==> src/rtl/ex_mem_stage_reg.sv <==
// ex_mem_stage_reg: EX/MEM pipeline register with multi-cycle accumulator carry and per-lane valid.
// Defining EX_MEM_PERF_CNT_EN adds saturating bubble/hold/flush counters.
module ex_mem_stage_reg #(
  parameter int LANES    = 1,
  parameter int DATA_W   = 32,
  parameter int ADDR_W   = 5,
  parameter int STALL_W  = 6,
  parameter int STAGE    = 3,
  parameter int MC_CNT_W = 2,
  parameter int PERF_W   = 16
) (
  input  logic                     clk,
  input  logic                     rst,
  input  logic [STALL_W-1:0]       stall,
  input  logic                     flush,
  input  logic [LANES-1:0]         ex_valid,
  input  logic [LANES*ADDR_W-1:0]  ex_wd,
  input  logic [LANES-1:0]         ex_wreg,
  input  logic [LANES*DATA_W-1:0]  ex_wdata,
  input  logic [DATA_W-1:0]        ex_hi,
  input  logic [DATA_W-1:0]        ex_lo,
  input  logic                     ex_whilo,
  input  logic [2*DATA_W-1:0]      mc_hilo_i,
  input  logic [MC_CNT_W-1:0]      mc_cnt_i,
  output logic [LANES-1:0]         mem_valid,
  output logic [LANES*ADDR_W-1:0]  mem_wd,
  output logic [LANES-1:0]         mem_wreg,
  output logic [LANES*DATA_W-1:0]  mem_wdata,
  output logic [DATA_W-1:0]        mem_hi,
  output logic [DATA_W-1:0]        mem_lo,
  output logic                     mem_whilo,
  output logic [2*DATA_W-1:0]      mc_hilo_o,
  output logic [MC_CNT_W-1:0]      mc_cnt_o,
  output logic                     mc_busy
`ifdef EX_MEM_PERF_CNT_EN
  ,
  output logic [PERF_W-1:0]        perf_bubble,
  output logic [PERF_W-1:0]        perf_hold,
  output logic [PERF_W-1:0]        perf_flush
`endif
);
  logic stop, down;
  assign stop = stall[STAGE];
  assign down = stall[STAGE+1];
  assign mc_busy = |mc_cnt_o;
  always_ff @(posedge clk) begin
    if (rst || flush || (stop && !down)) begin
      mem_valid <= '0;
      mem_wd    <= '0;
      mem_wreg  <= '0;
      mem_wdata <= '0;
      mem_hi    <= '0;
      mem_lo    <= '0;
      mem_whilo <= 1'b0;
    end else if (!stop) begin
      mem_valid <= ex_valid;
      mem_wd    <= ex_wd;
      mem_wreg  <= ex_wreg & ex_valid;
      mem_wdata <= ex_wdata;
      mem_hi    <= ex_hi;
      mem_lo    <= ex_lo;
      mem_whilo <= ex_whilo & ex_valid[0];
    end
  end
  // EX may still be iterating whenever this stage is stopped, so mc state follows it
  always_ff @(posedge clk) begin
    if (rst || flush || !stop) begin
      mc_hilo_o <= '0;
      mc_cnt_o  <= '0;
    end else begin
      mc_hilo_o <= mc_hilo_i;
      mc_cnt_o  <= mc_cnt_i;
    end
  end
`ifdef EX_MEM_PERF_CNT_EN
  always_ff @(posedge clk) begin
    if (rst) begin
      perf_bubble <= '0;
      perf_hold   <= '0;
      perf_flush  <= '0;
    end else begin
      if (flush && !(&perf_flush)) perf_flush <= perf_flush + 1'b1;
      if (!flush && stop && !down && !(&perf_bubble)) perf_bubble <= perf_bubble + 1'b1;
      if (!flush && stop && down && !(&perf_hold)) perf_hold <= perf_hold + 1'b1;
    end
  end
`endif
endmodule
==> config.mk <==
export PLATFORM = sky130hd
export DESIGN_NAME = ex_mem_stage_reg
export DESIGN_NICKNAME = d
export VERILOG_FILES = /design/src/rtl/ex_mem_stage_reg.sv
export SDC_FILE = /design/constraint.sdc
export NUM_CORES = 1
export LEC_CHECK = 0
export ABC_AREA = 0
export BUFFER_PORTS_ARGS = -buffer_cell sky130_fd_sc_hd__buf_4
export CORE_AREA = 2 2 135 137
export DETAILED_ROUTE_END_ITERATION = 6
export DIE_AREA = 0 0 137 139
export PLACE_DENSITY = 0.74
export SLEW_MARGIN = 40
export SYNTH_ARGS = -nofsm -noshare
export SYNTH_HDL_FRONTEND = slang
export SYNTH_SLANG_ARGS = --single-unit
export TNS_END_PERCENT = 1
==> constraint.sdc <==
create_clock -name clk -period 1.2 [get_ports clk]
set_clock_uncertainty 0.15 [all_clocks]
set_input_delay 0.12 -clock clk [delete_from_list [all_inputs] [get_ports clk]]
set_output_delay 0.12 -clock clk [all_outputs]
set_load 0.02 [all_outputs]
## Yosys cells after proc, flatten, opt, wreduce, memory -nomap -nowiden

Index checks and enable logic that the tools add are counted.

| cells by class | value |
|---|---|
| bitwise logic cells | 2 |
| reduce and logical (&&, ||, !) cells | 7 |

Operators by type and width:

| cell | number |
|---|---|
| 1-bit logical OR | 3 |
| 1-bit AND | 2 |
| 1-bit logical NOT | 2 |
| 2-bit OR reduction | 1 |
| 1-bit logical AND | 1 |

| word-level totals | value |
|---|---|
| input port bits | 179 |
| output and inout bits | 171 |
| register bits after elaboration | 170 |

## Longest topological paths before layout

Gate-level depths: netlist of the first run.

| logic depth | value |
|---|---|
| depth in word-level cells | 3 |
| depth in mapped cells | 6 |
| gate-level depth less buffers | 2 |

## Least setup slack after synthesis of the first run

No wires, ideal clock.

| path | value |
|---|---|
| path type | input-to-reg |
| start point | in stall[3] |
| end point | reg mem_hi[19] |
| cell stages on the path | 5 |
| library setup time | 0.116 ns |
| buffers on the path | 3 |
| path slack | 0.040 ns |
| arrival time | 0.894 ns |
| data required time | 0.934 ns |
| cells stage by stage | buf_4 buf_6 buf_2 mux2i_1 nor3_2 |

| between the ends | value |
|---|---|
| cells in the longest elaborated chain, start to end | 2 |

Ends and longest elaborated chain:

| element | RTL line | source |
|---|---|---|
| from (decl) | 14 | `input logic [STALL_W-1:0] stall,` |
| 1-bit logical AND | 47 | `if (rst \|\| flush \|\| (stop && !down)) begin` |
| 1-bit logical OR | 47 |  |
| to (signal assigned) | 60 | `mem_hi <= ex_hi;` |
| to (decl) | 29 | `output logic [DATA_W-1:0] mem_hi,` |

Parallel ways exist; a longest one is shown, timed or not.
A chain may end at the register's enable or synchronous reset.

## Worst setup path after layout of the first run

| path | value |
|---|---|
| start point | reg mc_cnt_o[1] |
| end point | out mc_busy |

| between the ends | value |
|---|---|
| cells in the longest elaborated chain, start to end | 1 |

Ends and longest elaborated chain:

| element | RTL line | source |
|---|---|---|
| from (decl) | 33 | `output logic [MC_CNT_W-1:0] mc_cnt_o,` |
| from (signal assigned) | 72 | `mc_cnt_o <= mc_cnt_i;` |
| 2-bit OR reduction | 45 | `assign mc_busy = \|mc_cnt_o;` |
| to (decl) | 34 | `output logic mc_busy` |

No other way between the ends.

==> results of run 1 <==
-- sequential cells by signal, summed over array words and instances, names as in the netlist --
register / cells
mc_cnt_o: 2
mc_hilo_o: 64
mem_hi: 32
mem_lo: 32
mem_valid: 1
mem_wd: 5
mem_wdata: 32
mem_whilo: 1
mem_wreg: 1
-- Yosys cell counts --
| library cell | count | area share, % |
|---|---|---|
| dfxtp_1 | 170 | 57 |
| mux2i_1 | 102 | 17 |
| and2_1 | 66 | 6.9 |
| nor3_2 | 60 | 10 |
| nor3_1 | 42 | 3.5 |
| buf_2 | 17 | 1.4 |
| buf_6 | 15 | 2.8 |
| clkbuf_1 | 9 | 0.56 |
| a211oi_1 | 2 | 0.25 |
| buf_4 | 2 | 0.25 |
| nand2_1 | 2 | 0.12 |
| nand3b_1 | 2 | 0.25 |
| nor2b_1 | 1 | 0.10 |
| nor3b_2 | 1 | 0.21 |
| or2_1 | 1 | 0.10 |
| or2_2 | 1 | 0.10 |
-- final cells by class --
class                   count  area, um^2
clock buffers              18         439
clock inverters            13         158
fillers                  1240        6010
multi-input cells         280        2330
flip-flops and latches    170        3520
well taps                 229         287
repair buffers            541        4900
-- layer usage --
metal | global-route usage [%] | part of all wire (%) | wire length, um
met5 | 0 | 0 | 0
met4 | 7.70 | 2.5 | 537
met3 | 6.91 | 7.9 | 1680
met2 | 38.7 | 53 | 11200
met1 | 21.8 | 37 | 7810
-- logic make-up after synthesis --
logic type	Yosys count
flip-flops	170
AND/OR/NAND/NOR	176
multiplexers	102
AO/OA/AOI/OAI	2
buffers and inverters	43
-- cell usage in the layout, fill, tap and decap left out --
cell type / Yosys / routed
a211oi_1: 2 / 2
clkinv_4: 0 / 1
nand3b_1: 2 / 2
nor2b_4: 0 / 1
nand2_1: 2 / 2
buf_12: 0 / 11
buf_6: 15 / 73
nor3b_4: 0 / 1
clkinvlp_4: 0 / 2
or2_4: 0 / 2
nor3_1: 42 / 42
inv_6: 0 / 4
mux2i_1: 102 / 102
bufinv_16: 0 / 2
dlygate4sd3_1: 0 / 172
clkbuf_16: 0 / 17
nor3_2: 60 / 60
clkbuf_8: 0 / 1
buf_4: 2 / 285
and2_1: 66 / 66
dfxtp_1: 170 / 74
dfxtp_2: 0 / 96
clkinv_2: 0 / 1
inv_8: 0 / 3
-- power groups by stage --
stage               Clock (W)  Sequential [W]  Combinational (W)
floorplan                   0         0.00618           0.000590
CTS                   0.00568         0.00586            0.00208
finish                0.00556         0.00590            0.00216
detailed placement          0         0.00599            0.00161
global route          0.00590         0.00591            0.00228
global placement            0         0.00598            0.00160
-- timing repair --
action,in CTS,in global routing
setup endpoints to repair,14,101
cloned,0,0
resized for setup,18,151
setup buffers,0,1
hold buffers,172,0
hold endpoints to repair,170,0
pin swaps,1,1
-- worst min-delay path, cell delays in order --
cell	delay [ns]
buf_4	0.09
nor2b_4	0.04
buf_12	0.17
nor3_2	0.15
-- final timing paths --
path           startpoint            end  depth (start not counted)
max           mc_cnt_o[1]        mc_busy                          2
min              stall[4]  mem_wdata[25]                          4
max reg2reg  mem_wdata[3]   mem_wdata[3]                          2
min reg2reg      mem_wreg       mem_wreg                          2
-- per-stage QoR --
| step | setup TNS (ns) | util [%] |
|---|---|---|
| floorplan | 0 | - |
| global placement | -0.0432 | 50.5 |
| detailed placement | -0.231 | 50.5 |
| CTS | -0.199 | 63.9 |
| global route | -0.469 | 65.9 |
| finish | -0.282 | 65.9 |
==> results.txt, run 1 <==
- The run finished, with violations left.
- The checks that failed: setup timing.
* Actual transition at the worst max-transition pin: 0.373 ns
* Timing-limited maximum frequency: 713 MHz
- The number of clock buffers added by TritonCTS is 17.
- 1st-iter DRT viols: 177
- Routability cong.: 0.771
* Root Driver: clkbuf_16
- Total cell area at the placement stage: 8920 um^2
- Dividing the detail-routed wire length by the instance count gives 17.0 um.
- Number of primary I/O pins: 350
- VDD sags by at most 0.957 mV.
- The critical path is of the reg2out type.
* Netlist area before placement: about 6000 um^2
* Family with the most delay on the worst path: flip-flops
- The number of antenna diodes in the final layout is 0.
- Adder-cell share of the synthesized area: 0%
- The die is ~140 um tall.
* # clock sinks: 170
- Summing the areas of all xor and xnor instances in the mapped netlist gives 0% of the synthesized area.
- CP endpoint kind: output pin
- Final standard cell area without fillers: 11600 um^2
- Setup WS post-layout: -0.203 ns
* Total internal power: between 0.01 and 0.015 W
- Switching part of the total: 24.6%
- The core region is around 18000 um^2.
- Total Die Area: 19000 um^2
- Final HPWL from detailed placement: 12.7 mm
* Worst setup slack for register-to-register paths: 0.32 ns
- After layout, the worst path uses 117% of the clock period.
- Setup repair after global routing could not meet its margin everywhere.
* Maximum cell stage delay along the critical path: 0.33 ns
* Slew headroom: 75.1%
- The number of hold violations in the final report was 0.
- Yosys reg bits: 170
* Placed cell count: between 1000 and 1500
- By area, the combinational part of the netlist is dominated by simple AND/OR/NAND/NOR gates.
- Post-place setup slack: -0.0330 ns
- The min-delay analysis places its worst path in the category in2reg.
- Number of nets produced by synthesis: roughly 670
- Routed via count: ~5600
- The tool flagged a number of max-cap violations equal to 0.
* Standby leakage power: 5.34 nW
- Part of the Yosys area used for sequential elements: 56.5%
- Share of power burned in combinational logic: approximately 16%
- The first global-routing pass estimated 31.0 mm of wire.
* Number of iterations in the first detailed-routing pass: 4
- Among all stages on the critical path, the largest delay is contributed by dfxtp_2.
* WHS: 0.0599 ns
- The final layout contains routed wiring with a total length of about 21 mm.
* Maximum number of pins on one net before global-route repair: 67
* Yosys warning count: 0
- Largest buffer count on any clock path: 2
* Synthesized-area fraction occupied by and/or/nand/nor cells: 21.2%
* Sum of overflow across all layers after global routing: 0
* Number of cell rows: 49
* Number of nets in the layout: around 1200
* CP Max Fanout: 2
- Clock period minus worst slack: roughly 1.4 ns
- Cells along the critical path: or2_4 > buf_6
- Global Route Usage Sum: 21.0%
* Layout Cells excl Fill: 1251
- Critical path arrival: 1.13 ns
* Required time at the endpoint of the critical path: 0.93 ns
- Starting density of the core: approximately a third
- Dividing the synthesized area by the synthesized cell count gives 12.2 um^2.
- CTS tree: built
- Via count of the first global-routing pass: 5956
* Layout Area Growth over Synthesis: 93.4%
- Buffers on Ports: 345
- Startpoint kind of the worst setup timing path: register
* Remaining antenna violation count: 0
- Net Switching: 0.00335 W
- After technology mapping, the gate count stands at 493.
- Initial antenna violation count: 0
* Ratio of cells with drive above 1 in the final layout: 54.8%
- Mux share of post-synthesis cell area: ~17%
- Part of the total power dissipated in sequential elements: 43.3%
- For this run, design rule violations remaining after detail routing come to 0.
- Setup violations remaining at the end of the flow were counted as 3.
- After layout, the design draws a total of 0.0136 W.
* Horiz. Die Dim: 137 um
- The max-slew violation count is 0.
* Clock transition at path regs: about 0.06 ns
* Total power density per cell area: 1170 nW/um^2
- Fraction of power consumed by the clock network: 40.8%
- Buf/Inv on CP: 1
* Compound-cell area share of the yosys netlist: 0.249%
* Worst skew pair latency: between 0.4 and 0.5 ns
- The H-tree was split into 4 levels.
* Routed vias/inst: 4.45
* Count of cell types in the netlist: 16
No activity file was read; power rests on OpenSTA's default activity.
==> run 2: changes to the inputs <==
--- a/config.mk
+++ b/config.mk
@@ -7,10 +7,11 @@
 export LEC_CHECK = 0
 export ABC_AREA = 0
 export BUFFER_PORTS_ARGS = -buffer_cell sky130_fd_sc_hd__buf_4
-export CORE_AREA = 2 2 135 137
+export CORE_AREA = 2 2 138 140
+export CTS_BUF_LIST = sky130_fd_sc_hd__clkbuf_4 sky130_fd_sc_hd__clkbuf_8 sky130_fd_sc_hd__clkbuf_16
 export DETAILED_ROUTE_END_ITERATION = 6
-export DIE_AREA = 0 0 137 139
-export PLACE_DENSITY = 0.74
+export DIE_AREA = 0 0 140 142
+export PLACE_DENSITY = 0.69
 export SLEW_MARGIN = 40
 export SYNTH_ARGS = -nofsm -noshare
 export SYNTH_HDL_FRONTEND = slang
==> constraint.sdc (replaced) <==
create_clock -name clk -period 1.3 [get_ports clk]
set_clock_uncertainty 0.15 [all_clocks]
set_input_delay 0.13 -clock clk [delete_from_list [all_inputs] [get_ports clk]]
set_output_delay 0.13 -clock clk [all_outputs]
set_load 0.02 [all_outputs]
==> run 2 against run 1 <==
The flow finishes with violations (DRC, setup timing). Non-clock buffer count fell by 7. First-iteration DRC count up 23%. Wire length down 7.0%. Power is 11% lower. Clock power shrank 15%. Hold slack worse by 0.025 ns. Die area grew 4.4%. Global-route usage shrank 1.7 points. Design area is 4.5% lower. Sequential power down 8.3%. Largest cell class unchanged. Largest power group unchanged.
==> results.txt, run 2 (synthesis gave the netlist of run 1 again) <==
* CP Max Fanout: 2 (unchanged)
- CTS tree: built
- Total Die Area: 19900 um^2 (+4.4%)
- STA classifies the critical path startpoint as a register.
- Total power density per cell area: 1090 nW/um^2 (-7.1%)
- Maximum cell stage delay along the critical path: 0.33 ns (about the same)
* Number of primary I/O pins: 350 (unchanged)
* Actual transition at the worst max-transition pin: 0.304 ns (-0.0692 ns)
- The share of total power in the clock network was 39.4% (-1.4 points).
- Final setup violation count: 1 (-2)
- Remaining antenna violation count: 0 (unchanged)
* Critical path arrival: 1.12 ns (about the same)
- Buf/Inv on CP: 1 (unchanged)
- Net Switching: 0.00309 W (-7.6%)
- Switching part of the total: 25.6% (+1.0 points)
- The checks that failed: DRC, setup timing.
- Setup WS post-layout: -0.0951 ns (+0.108 ns)
- Timing-limited maximum frequency: 717 MHz
- Final HPWL from detailed placement: 12.6 mm (-0.64%)
- The run finished, with violations left.
- The number of clock buffers inserted by TritonCTS was 17 (unchanged).
- The initial core utilization was 32.6% (-1.5 points).
- Wirelength per Cell: 15.8 um (-6.9%)
- The number of antenna violations at the first check in global routing was 1 (+1).
* Layout Cells excl Fill: 1250 (-0.080%)
- The register with the most flip-flops in the final layout is mc_hilo_o.
- The area growth from synthesis to layout is 84.6%.
* Horiz. Die Dim: 140 um (+2.2%)
- Global Route Usage Sum: 19.3% (-1.7 points)
- Required time at the endpoint of the critical path: 1.02 ns (+0.09 ns)
- Maximum ir drop on the vdd rail: 0.877 mV (-8.3%)
* Total wire length: 19.8 mm (-7.0%)
* Routability cong.: 0.726 (-5.8%)
- The largest net degree at the start of global routing was 67 (unchanged).
- The number of core rows was 50 (+2.0%).
* Family with the most delay on the worst path: flip-flops
- For this design, the slowest cell found on the critical path is dfxtp_2.
- The number of global-route vias before repair came to 5639 (-5.3%).
- Clock transition at path regs: 0.07 ns (about the same)
- Root Driver: clkbuf_16
- The maximum count of clock buffers along a single path is 2 (unchanged).
- The worst hold slack was 0.0350 ns (-0.0249 ns).
- The H-tree depth was 4 (unchanged).
* Clock period minus worst slack: 1.40 ns
- Hold Fails Final Rpt: 0 (unchanged)
- The leakage power figure was 5.18 nW (-3.2%).
- The headroom to the max-slew limit was 79.7% (+4.6 points).
- The path class of the tightest hold or removal check is in2reg.
* Routed via count: 5501 (-1.2%)
* Final cycle utilization of the critical path: 107%
* Total internal power: 0.00897 W (-13%)
- The sequential cell fraction of total power is 44.9% (+1.6 points).
- Ratio of cells with drive above 1 in the final layout: 45.2% (-9.6 points)
- The area inside the core boundary came to 18500 um^2 (+4.5%).
* Max reg flops: 64 (unchanged)
- Number of setup buffers added after CTS: 0 (unchanged)
- Share of power burned in combinational logic: 15.8% (about the same)
* # clock sinks: 170 (unchanged)
- Setup repair after global routing could not meet its margin everywhere.
- The number of violations reported at the end of detailed-routing iteration 0 is 218 (+23%).
* Placed cell count: 1046 (-0.096%)
- The library cell used most frequently in the layout, excluding fill and tap cells, is buf_4.
- # Max-Cap Violations: 0 (unchanged)
- Number of slew-limit violations in the final report: 0 (unchanged)
- Routed vias/inst: 4.40 (-1.1%)
* Commonest cells after routing, fill and taps aside: buf_4 (353), dlygate4sd3_1 (171), dfxtp_1 (168), mux2i_1 (102), and2_1 (66)
* Die Span Y: 142 um (+2.2%)
- The count of input and output buffers came to 345 (unchanged).
- CP endpoint kind: output pin
- Number of design rule violations left after detail routing: 25 (+25)
* Number of nets in the layout: 1182 (-0.59%)
- Worst skew pair latency: 0.42 ns (about the same)
* Number of iterations in the first detailed-routing pass: 7 (+3)
* Layout fillers: 1452 (+17%)
- The global-route wire length before repair is 29.9 mm (-3.6%).
- Traced cell by cell, the critical path runs through or2_4 > buf_6.
- The fraction of the core area covered by cells at the end of the flow was 60.2% (-5.7 points).
* Sum of overflow across all layers after global routing: 0 (unchanged)
- Crit path kind: reg2out
-- run 2: changes by cell type in the layout (fill, tap and decap cells not counted), sizes merged --
cell / change
clkinv: +2
diode: +1
clkinvlp: -1
bufinv: -2
dlymetal6s4s: +1
inv: +1
buf: -7
dlygate4sd3: -1
-- run 2: power groups by stage --
stage / Sequential (W) / Clock [W] / Combinational [W]
3_5_place_dp: 0.00553 / 0 / 0.00145
2_1_floorplan: 0.00570 / 0 / 0.000544
4_1_cts: 0.00541 / 0.00488 / 0.00188
6_report: 0.00541 / 0.00475 / 0.00190
5_1_grt: 0.00543 / 0.00513 / 0.00201
3_3_place_gp: 0.00552 / 0 / 0.00144
-- run 2: path summary, 6_finish.rpt --
check / slack [ns] / depth (start not counted) / to / start
max: -0.1 / 2 / mc_busy / mc_cnt_o[1]
min: 0.04 / 4 / mem_whilo / stall[3]
min reg2reg: 0.31 / 2 / mem_whilo / mem_whilo
max reg2reg: 0.45 / 2 / mem_hi[11] / mem_hi[11]
-- run 2: stage by stage --
| stage | total power (W) | worst slack [ns] | instance area, um^2 | setup TNS, ns |
|---|---|---|---|---|
| after floorplan | 0.00624 | 0.130 | 6020 | 0 |
| after global placement | 0.00696 | 0.0554 | 8830 | 0 |
| after detailed placement | 0.00698 | 0.0325 | 8830 | 0 |
| after CTS | 0.0122 | -0.110 | 11100 | -0.110 |
| after global routing | 0.0126 | -0.132 | 11100 | -0.132 |
| final | 0.0121 | -0.0951 | 11100 | -0.0951 |
-- run 2: layer usage --
| layer | vias to the layer above | wire [um] | GRT usage (%) |
|---|---|---|---|
| met5 | - | 0 | 0 |
| met1 | 2522 | 8040 | 22.1 |
| met4 | 0 | 493 | 6.80 |
| li1 | 2697 | - | - |
| met3 | 33 | 1620 | 6.59 |
| met2 | 249 | 9610 | 33.7 |
-- run 2: layout make-up --
cell class                      instances  area (um^2)  share of cell area (%)
Clock buffer                           18          433                    3.90
Clock inverter                         13          110                   0.991
Multi-Input combinational cell        280         2330                    21.0
Tap cell                              234          293                    2.63
Timing Repair Buffer                  534         4540                    40.8
Antenna cell                            1         2.50                  0.0225
Sequential cell                       170         3410                    30.6
-- run 2: tightest hold or removal path: stages --
cell	delay, ns
buf_6	0.13
buf_4	0.18
nand2_1	0.07
a211oi_1	0.05
-- run 2: timing repair --
item | 4_1_cts | 5_1_grt
gates resized for setup | 3 | 2
hold buffers | 172 | 0
endpoints found under the hold margin | 170 | 0
endpoints found under the setup margin | 1 | 2
